### src/rtl/bin2onehot_seq.sv
// Sequential binary-to-one-hot decoder: accepts an index over valid/ready and
// holds the matching output bit for a programmable dwell, flagging bad indices.
module bin2onehot_seq #(
  parameter int unsigned N       = 64,
  parameter int unsigned DWELL_W = 8,
  localparam int unsigned K      = (N > 1) ? $clog2(N) : 1
) (
  input  logic               wb_clk_i,
  input  logic               wb_rst_i,
  input  logic               in_valid,
  output logic               in_ready,
  input  logic [K-1:0]       in_idx,
  input  logic [DWELL_W-1:0] in_dwell,
  output logic [N-1:0]       io_out,
  output logic               out_valid,
  output logic               busy,
  output logic               err
);

  typedef enum logic {IDLE, HOLD} state_t;

  // When N fills the index space every encodable index is legal.
  localparam bit FULL_RANGE = (64'(N) == (64'(1) << K));

  state_t             state;
  logic [DWELL_W-1:0] cnt;
  logic               accept;
  logic               idx_ok;
  logic [N-1:0]       onehot;
  logic [DWELL_W-1:0] dwell_eff;

  assign in_ready  = (state == IDLE) || (cnt == DWELL_W'(1));
  assign accept    = in_valid && in_ready;
  assign idx_ok    = FULL_RANGE ? 1'b1 : (in_idx < K'(N));
  assign onehot    = N'(1) << in_idx;
  assign dwell_eff = (in_dwell == '0) ? DWELL_W'(1) : in_dwell;

  // Accept in the last hold cycle reloads directly, so io_out has no zero gap.
  always_ff @(posedge wb_clk_i) begin
    if (wb_rst_i) begin
      state     <= IDLE;
      io_out    <= '0;
      out_valid <= 1'b0;
      busy      <= 1'b0;
      err       <= 1'b0;
      cnt       <= '0;
    end else begin
      err <= 1'b0;
      if (accept) begin
        if (idx_ok) begin
          state     <= HOLD;
          io_out    <= onehot;
          out_valid <= 1'b1;
          busy      <= 1'b1;
          cnt       <= dwell_eff;
        end else begin
          state     <= IDLE;
          io_out    <= '0;
          out_valid <= 1'b0;
          busy      <= 1'b0;
          err       <= 1'b1;
          cnt       <= '0;
        end
      end else if (state == HOLD) begin
        if (cnt == DWELL_W'(1)) begin
          state     <= IDLE;
          io_out    <= '0;
          out_valid <= 1'b0;
          busy      <= 1'b0;
          cnt       <= '0;
        end else begin
          cnt <= cnt - DWELL_W'(1);
        end
      end
    end
  end

endmodule

### config.mk
export PLATFORM = sky130hd
export DESIGN_NAME = bin2onehot_seq
export DESIGN_NICKNAME = d
export VERILOG_FILES = /design/src/rtl/bin2onehot_seq.sv
export SDC_FILE = /design/constraint.sdc
export NUM_CORES = 1
export LEC_CHECK = 0
export CAP_MARGIN = 5
export CORE_MARGIN = 2
export CORE_UTILIZATION = 51
export CTS_CLUSTER_SIZE = 24
export DETAILED_ROUTE_END_ITERATION = 10
export PLACE_DENSITY = 0.85
export SLEW_MARGIN = 25
export SYNTH_ARGS = -nofsm -noshare
export SYNTH_HDL_FRONTEND = slang
export SYNTH_SLANG_ARGS = --single-unit
### constraint.sdc
create_clock -name wb_clk_i -period 3.9 [get_ports wb_clk_i]
set_input_delay 0.78 -clock wb_clk_i [delete_from_list [all_inputs] [get_ports wb_clk_i]]
set_output_delay 0.78 -clock wb_clk_i [all_outputs]
set_load 0.005 [all_outputs]
==> reports/results.ini <==
[run_status]
status = completed

[setup_path]
cp_slowest_stage_delay_ns = 0.53
crit_fanout = 8
critical_path_required_ns = 3.12
worst_path_max_delay_cell = clkdlybuf4s50_1
worst_setup_path_end_kind = primary output
cp_top_family = buffers and inverters
crit_chain = ha_1 -> nor3b_1 -> a21boi_2 -> clkinv_2 -> clkdlybuf4s50_1
worstPathArrival_ns = 2.52
crit_buf_inv = 2
cp-start-kind = register
path_class = reg -> out

[synth]
synthFlopType = dfxtp_1
synth_cells = 292
synth_area_leaders = dfxtp_1 (50%), a32o_1 (12%), o31ai_1 (7.2%)
ys_ff_latch = 74
synth_area_um2 = 2930
syn_area_per_cell_um2 = 10.0
synth-edff-count = 0
synthArstFlopShare_pct = 0
yosysWarnings = 0
yosys.area.top_type = dfxtp_1
synth_top_area_share_pct = 50.5
ys_seq_area_share_pct = 50.5
synthDistinctLibCells = 47
syn_nets = 311

[global_routing]
grt_pass1_vias = 2434
grt_pass1_wl_mm = 12.0
grtUsageMet2_pct = 39.6
grtUsageMet3_pct = 7.01
met1_usage_pct = 32.1
grt_usage_pct = 24.7
grt_overflow = 0
antenna_found_initial = 0
busiest_layer = met2
grt_max_degree = 37

[sta]
worst_slew_pin_slew_ns = 0.768
fin_tns_setup_ns = 0
finalSetupViolCount = 0
fin_crit_sh_pct = 84.5
finalClockSkew_ns = 0.00537
period_needed_ns = 3.30
maxSlewViolCount = 0
max_freq_mhz = 303
finalHoldViolCount = 0
rsz0062_at_grt = false
relSlewSlack_pct = 48.7

[pwr]
ir_drop_v = 0.000242
power_density_nw_per_um2 = 381
p_leak_nw = 1.33

[place]
io_buffer_count = 83
hpwlAfterDp_mm = 5.27
gp_congestion = 0.893

[floorplan]
die_y_um = 79.9
die_w_um = 79.9
start_util_pct = 53.0
io_pins = 85
dieArea_um2 = 6380
core_um2 = 5540
rows = 27

[hold_path]
min_path_type = reg -> reg

[clocking]
cts_buffer_depth = 2
cts_buffers = 9
clock_latency_ns = 0.35
clock-root-buffer = clkbuf_8
clock-sinks = 74
clkTransAtPathRegs_ns = 0.08
post_cts_buffers = 0
htree_levels = 3
postCtsResizedCells = 0
cts-hold-fix-buffers = 0
cts_tree = built

[routing]
dr.first_iter.drc_count = 193
routedWlPerCell_um = 17.2
drc_errors = 0
wl_mm = 7.60
num_vias = 2669
vias_per_cell = 6.05
firstDrtPassIters = 5
ant_nets = 0

[flow_run]
cap_viol_max_count = 0

[finish]
drive_above_1_share_pct = 8.40
utilization_pct = 71.3
areaGrowthSynthToFinish_pct = 34.7
antenna_cells = 0
final_nets = 383

final cells by class:
type                            instances  area, um^2
Sequential cell                        74        1480
Timing Repair Buffer                   87         861
Clock buffer                           10         138
Fill cell                             435        1590
Multi-Input combinational cell        188        1330
Tap cell                               72        90.1
Clock inverter                          6        41.3
Inverter                                4        16.3
flip-flops by register name (all words and copies together) (netlist names):
name / count
io_out: 64
state: 1
busy: 1
cnt: 8
cells in the final DEF (no fill, tap or decap), types with 2 or more instances in the layout:
cell and n:
nor2b_1 5, o21bai_1 2, clkdlybuf4s50_1 83, nand3_1 3, nand2b_1 6, clkinvlp_4 3
nand4_1 2, nor3_1 8, xor2_1 2, dfxtp_1 74, nor4_1 3, a211oi_1 2
inv_1 3, or4_1 2, a31oi_1 4, buf_4 4, or3_1 3, a32oi_1 2
o21ai_0 6, ha_1 2, clkinv_2 3, a21oi_1 5, a21boi_0 2, a32o_1 36
nor3b_1 3, a221oi_1 2, nor2_1 10, nand2_1 33, o31ai_1 28, clkbuf_8 10
kinds of logic (layout without fill, tap and decap cells):
logic type | count (synthesis) | after routing | synth area share (%)
other | 1 | 1 | 0.128
multiplexers | 1 | 1 | 0.384
adder cells (fa/ha/maj) | 2 | 2 | 0.853
AO/OA/AOI/OAI | 93 | 93 | 26.4
flip-flops | 74 | 74 | 50.5
buffers and inverters | 30 | 107 | 4.90
AND/OR/NAND/NOR | 89 | 89 | 16.3
XOR/XNOR | 2 | 2 | 0.597
cell usage after synthesis (2+ instances only):
library cell	instances
dfxtp_1	74
a32o_1	36
nand2_1	33
o31ai_1	28
clkbuf_1	14
nor2_1	10
nor3_1	8
buf_2	6
nand2b_1	6
o21ai_0	6
a21oi_1	5
nor2b_1	5
a31oi_1	4
nor3b_1	4
inv_1	3
nand3_1	3
nor4_1	3
or3_1	3
a211oi_1	2
a21boi_0	2
a221oi_1	2
a32oi_1	2
buf_1	2
buf_4	2
buf_6	2
ha_1	2
nand4_1	2
o21bai_1	2
or4_1	2
xor2_1	2
report_power, final:
group          switching, W  internal [W]  total [W]
clock              0.000292      0.000248   0.000540
combinational      0.000110     0.0000706   0.000180
sequential        0.0000166      0.000769   0.000785
total              0.000418       0.00109    0.00151
worst register-to-register path, delay by kind of cell, from the launching register on:
kind	cells	cell delay (ns)
simple gates	2	1.15
compound gates	2	0.56
flops	1	0.43
fa+ha+maj	1	0.24
layer usage:
| metal | routed length [um] | up-vias |
|---|---|---|
| met5 | 0 | - |
| met4 | 95 | 0 |
| met3 | 638 | 16 |
| met2 | 3710 | 115 |
| met1 | 3150 | 1278 |
| li1 | - | 1260 |
path summary, 6_finish.rpt:
kind	start	endpoint	slack (ns)	cells past startpoint
setup / recovery	cnt[0]$_SDFFE_PP0P_	in_ready	0.60	5
hold / removal	io_out[35]$_SDFFE_PP0P_	io_out[35]$_SDFFE_PP0P_	0.46	2
setup reg to reg	cnt[0]$_SDFFE_PP0P_	io_out[4]$_SDFFE_PP0P_	1.47	5
hold reg to reg	io_out[35]$_SDFFE_PP0P_	io_out[35]$_SDFFE_PP0P_	0.46	2
per-stage QoR:
step	hold slack, ns	area [um^2]	worst slack, ns	instances	power [W]
final	0.456	3950	0.604	441	0.00151
after CTS	0.457	3950	0.613	441	0.00151
after global placement	0.436	3770	1.02	425	0.000976
after global routing	0.475	3950	0.490	441	0.00157
after detailed placement	0.438	3770	0.916	425	0.000979
after floorplan	0.449	2930	1.84	292	0.000923
(Power assumes the default switching activity.)
==> RTL change (same flow settings) <==
`N`: 64 -> 256.
--- a/src/rtl/bin2onehot_seq.sv
+++ b/src/rtl/bin2onehot_seq.sv
@@ -1,7 +1,7 @@
 // Sequential binary-to-one-hot decoder: accepts an index over valid/ready and
 // holds the matching output bit for a programmable dwell, flagging bad indices.
 module bin2onehot_seq #(
-  parameter int unsigned N       = 64,
+  parameter int unsigned N       = 256,
   parameter int unsigned DWELL_W = 8,
   localparam int unsigned K      = (N > 1) ? $clog2(N) : 1
 ) (
Interface: changed (resized in_idx and io_out); port bits go from 85 to 279. No check against the original RTL was run, so the function may have changed too.
==> RTL change against the unedited design <==
  * Clock power increased to 5.3 times the old value
  * Worst hold slack got worse by 0.0069 ns
  * Critical endpoint unchanged
  * Global-route usage increased by 3.8 points
  * Total power grew to 3.9 times the old value
  * Worst setup slack gained 0.12 ns
  * Final area grew to 3.3 times the old value
  * Sequential cell count is 192 higher
  * Routed wire length increased to 3.8 times the old value
  * Area after synthesis increased to 3.1 times the old value
==> RTL change: results (changes against the unedited design) <==
| Metric | Value |
|---|---|
| HP Start | `io_out[98]` |
| Reg2reg start | `cnt[1]` |
| Sequential area share after synthesis | `57.87% (+7.4 points)` |
| CP max FO | `6 (-2)` |
| Largest net degree at the start of global routing | `130 (+250%)` |
| Final Wtd Congestion | `0.8388 (-6.1%)` |
| Final #Nets | `1175 (+210%)` |
| Peak supply drop | `326.3 uV (+35%)` |
| DP Worst Slack | `0.8687 ns (-0.04757 ns)` |
| Drt pass-1 iters | `6 (+1)` |
| Via count | `8197 (+210%)` |
| Post-DP HPWL | `19840 um (+280%)` |
| Clk Latency, worst-skew pair | `0.52 ns (+0.17 ns)` |
| Max-cap violations | `0 (unchanged)` |
| Initial DRC count | `630 (+230%)` |
| Num CTS Buffers | `26 (+17)` |
| Worst Skew | `0.01452 ns (+0.009147 ns)` |
| Tightest Pin Transition | `1.010 ns (+0.2415 ns)` |
| Reg-to-reg endpoint | `io_out[129]` |
| Fill cell count | `1243 (+190%)` |
| Status | `completed` |
| Leak | `0.004720 uW (+250%)` |
| Post-DR wirelength/cell | `20.41 um (+19%)` |
| Number of port buffers | `277 (+230%)` |
| Mapped Nets | `916 (+190%)` |
| Worst-path clk slew | `0.06 ns (-0.02 ns)` |
| Count of cell types in the netlist | `46 (-2.1%)` |
| Post-synth EDFFs | `0 (unchanged)` |
| Top flop regs | `io_out (256), cnt (8)` |
| Clock tree buffer depth | `3 (+1)` |
| Reg2Reg Setup Slack | `1.12 ns (-0.35 ns)` |
| Reg2Reg Depth | `7 (+2)` |
| GRT Util Overall | `28.48% (+3.8 points)` |
| Worst Hold End | `io_out[98]` |
| Fraction of layout cells with a size suffix above 1 | `7.581% (-0.82 points)` |
| First-pass GRT wire length | `44280 um (+270%)` |
| Initial antenna violation count | `0 (unchanged)` |
| Warnings from Yosys | `0 (unchanged)` |
| Arr. time, crit path | `2.39 ns (-0.13 ns)` |
| Tcrit/Tclk final | `81.40% (-3.1 points)` |
| Hold crit path type | `flip-flop to flip-flop` |
| Largest cells by area after synthesis | `dfxtp_1, a22o_1, nand2_1` |
| Vias in the first global route | `7692 (+220%)` |
| Synth top cells by count | `dfxtp_1, a22o_1, nand2_1` |
| N_diodes | `0 (unchanged)` |
| Postcts setup bufs | `0 (unchanged)` |
| Async S/R FF share, synth | `0% (unchanged)` |
| Grt total ovfl | `0 (unchanged)` |
| Post-cts sizing count | `0 (unchanged)` |
| Hold path depth | `2 (unchanged)` |
| CTS Root Cell | `clkbuf_16` |
| H-tree depth | `1 (-2)` |
-- RTL change: cell types whose count changed in the layout (fill, tap and decap cells not counted), sizes merged, moves of 7 or more --
cell,change
a32o,-22
clkdlybuf4s50,+194
nor3,+26
nand2,+95
nor2,+28
nand3,+10
inv,+7
a22o,+148
bufinv,+7
clkbuf,+20
o31ai,-28
dfxtp,+192
o21ai,+92
buf,+15
-- RTL change: kinds of logic (layout without fill, tap and decap cells) --
| group | count (synthesis) | after routing | synth area share (%) |
|---|---|---|---|
| adders and majority gates | 2 | 2 | 0.2719 |
| and+or+nand+nor | 265 | 265 | 15.05 |
| buffers and inverters | 76 | 355 | 3.834 |
| muxes | 1 | 1 | 0.1088 |
| DFF | 266 | 266 | 57.87 |
| AOI/OAI and AO/OA | 282 | 282 | 22.64 |
| other | 1 | 1 | 0.04075 |
| xor gates and xnor gates | 2 | 2 | 0.1904 |
-- RTL change: per-stage QoR --
step	cell area [um2]	total power, uW	instances	hold WS (ns)	util [%]
after floorplan	9203	3029	895	0.4444	-
after global placement	12140	3122	1355	0.4340	68.06
after detailed placement	12140	3130	1355	0.4417	68.06
after CTS	13130	5933	1403	0.4504	73.61
after global routing	13130	6071	1403	0.4666	73.61
final	13130	5911	1403	0.4490	73.61
-- RTL change: routing by layer --
layer	vias up	share of wire [%]	GRT usage, %
li1	3758	-	-
met1	3994	41	37.61
met2	396	49	47.45
met3	49	8.0	6.269
met4	0	2.3	7.895
met5	-	0	0
-- RTL change: power breakdown --
part / leakage (uW) / switching, uW / total [uW] / internal (uW)
sequential: 0.00214 / 17.6 / 2750 / 2730
combinational: 0.00210 / 228 / 327 / 99.4
clock: 0.000476 / 1070 / 2840 / 1770
total: 0.00472 / 1310 / 5910 / 4600
-- RTL change: worst max-delay path: stages (launching register included) --
cell and delay, ns:
dfxtp_1 0.33, inv_1 0.08, ha_1 0.18, nor3b_2 0.55
a21boi_4 0.12, inv_1 0.11, clkdlybuf4s50_1 0.50
-- RTL change: layout make-up --
cell class / instances / area [um2] / area share (%)
flip-flops and latches: 266 / 5325 / 40.55
clock buffers: 30 / 706.9 / 5.383
well taps: 229 / 286.5 / 2.182
clock inverters: 18 / 282.8 / 2.153
multi-input cells: 553 / 3550 / 27.03
inverters: 11 / 41.29 / 0.3144
repair buffers: 296 / 2940 / 22.39
-- RTL change: how the worst max path moves through the flow --
stage,from,endpoint,cells after the start
2_1_floorplan,in_idx[0],io_out[194],7
3_3_place_gp,wb_rst_i,io_out[245],6
3_5_place_dp,wb_rst_i,io_out[177],6
4_1_cts,cnt[1],in_ready,6
5_1_grt,cnt[1],in_ready,6
6_report,cnt[1],in_ready,6
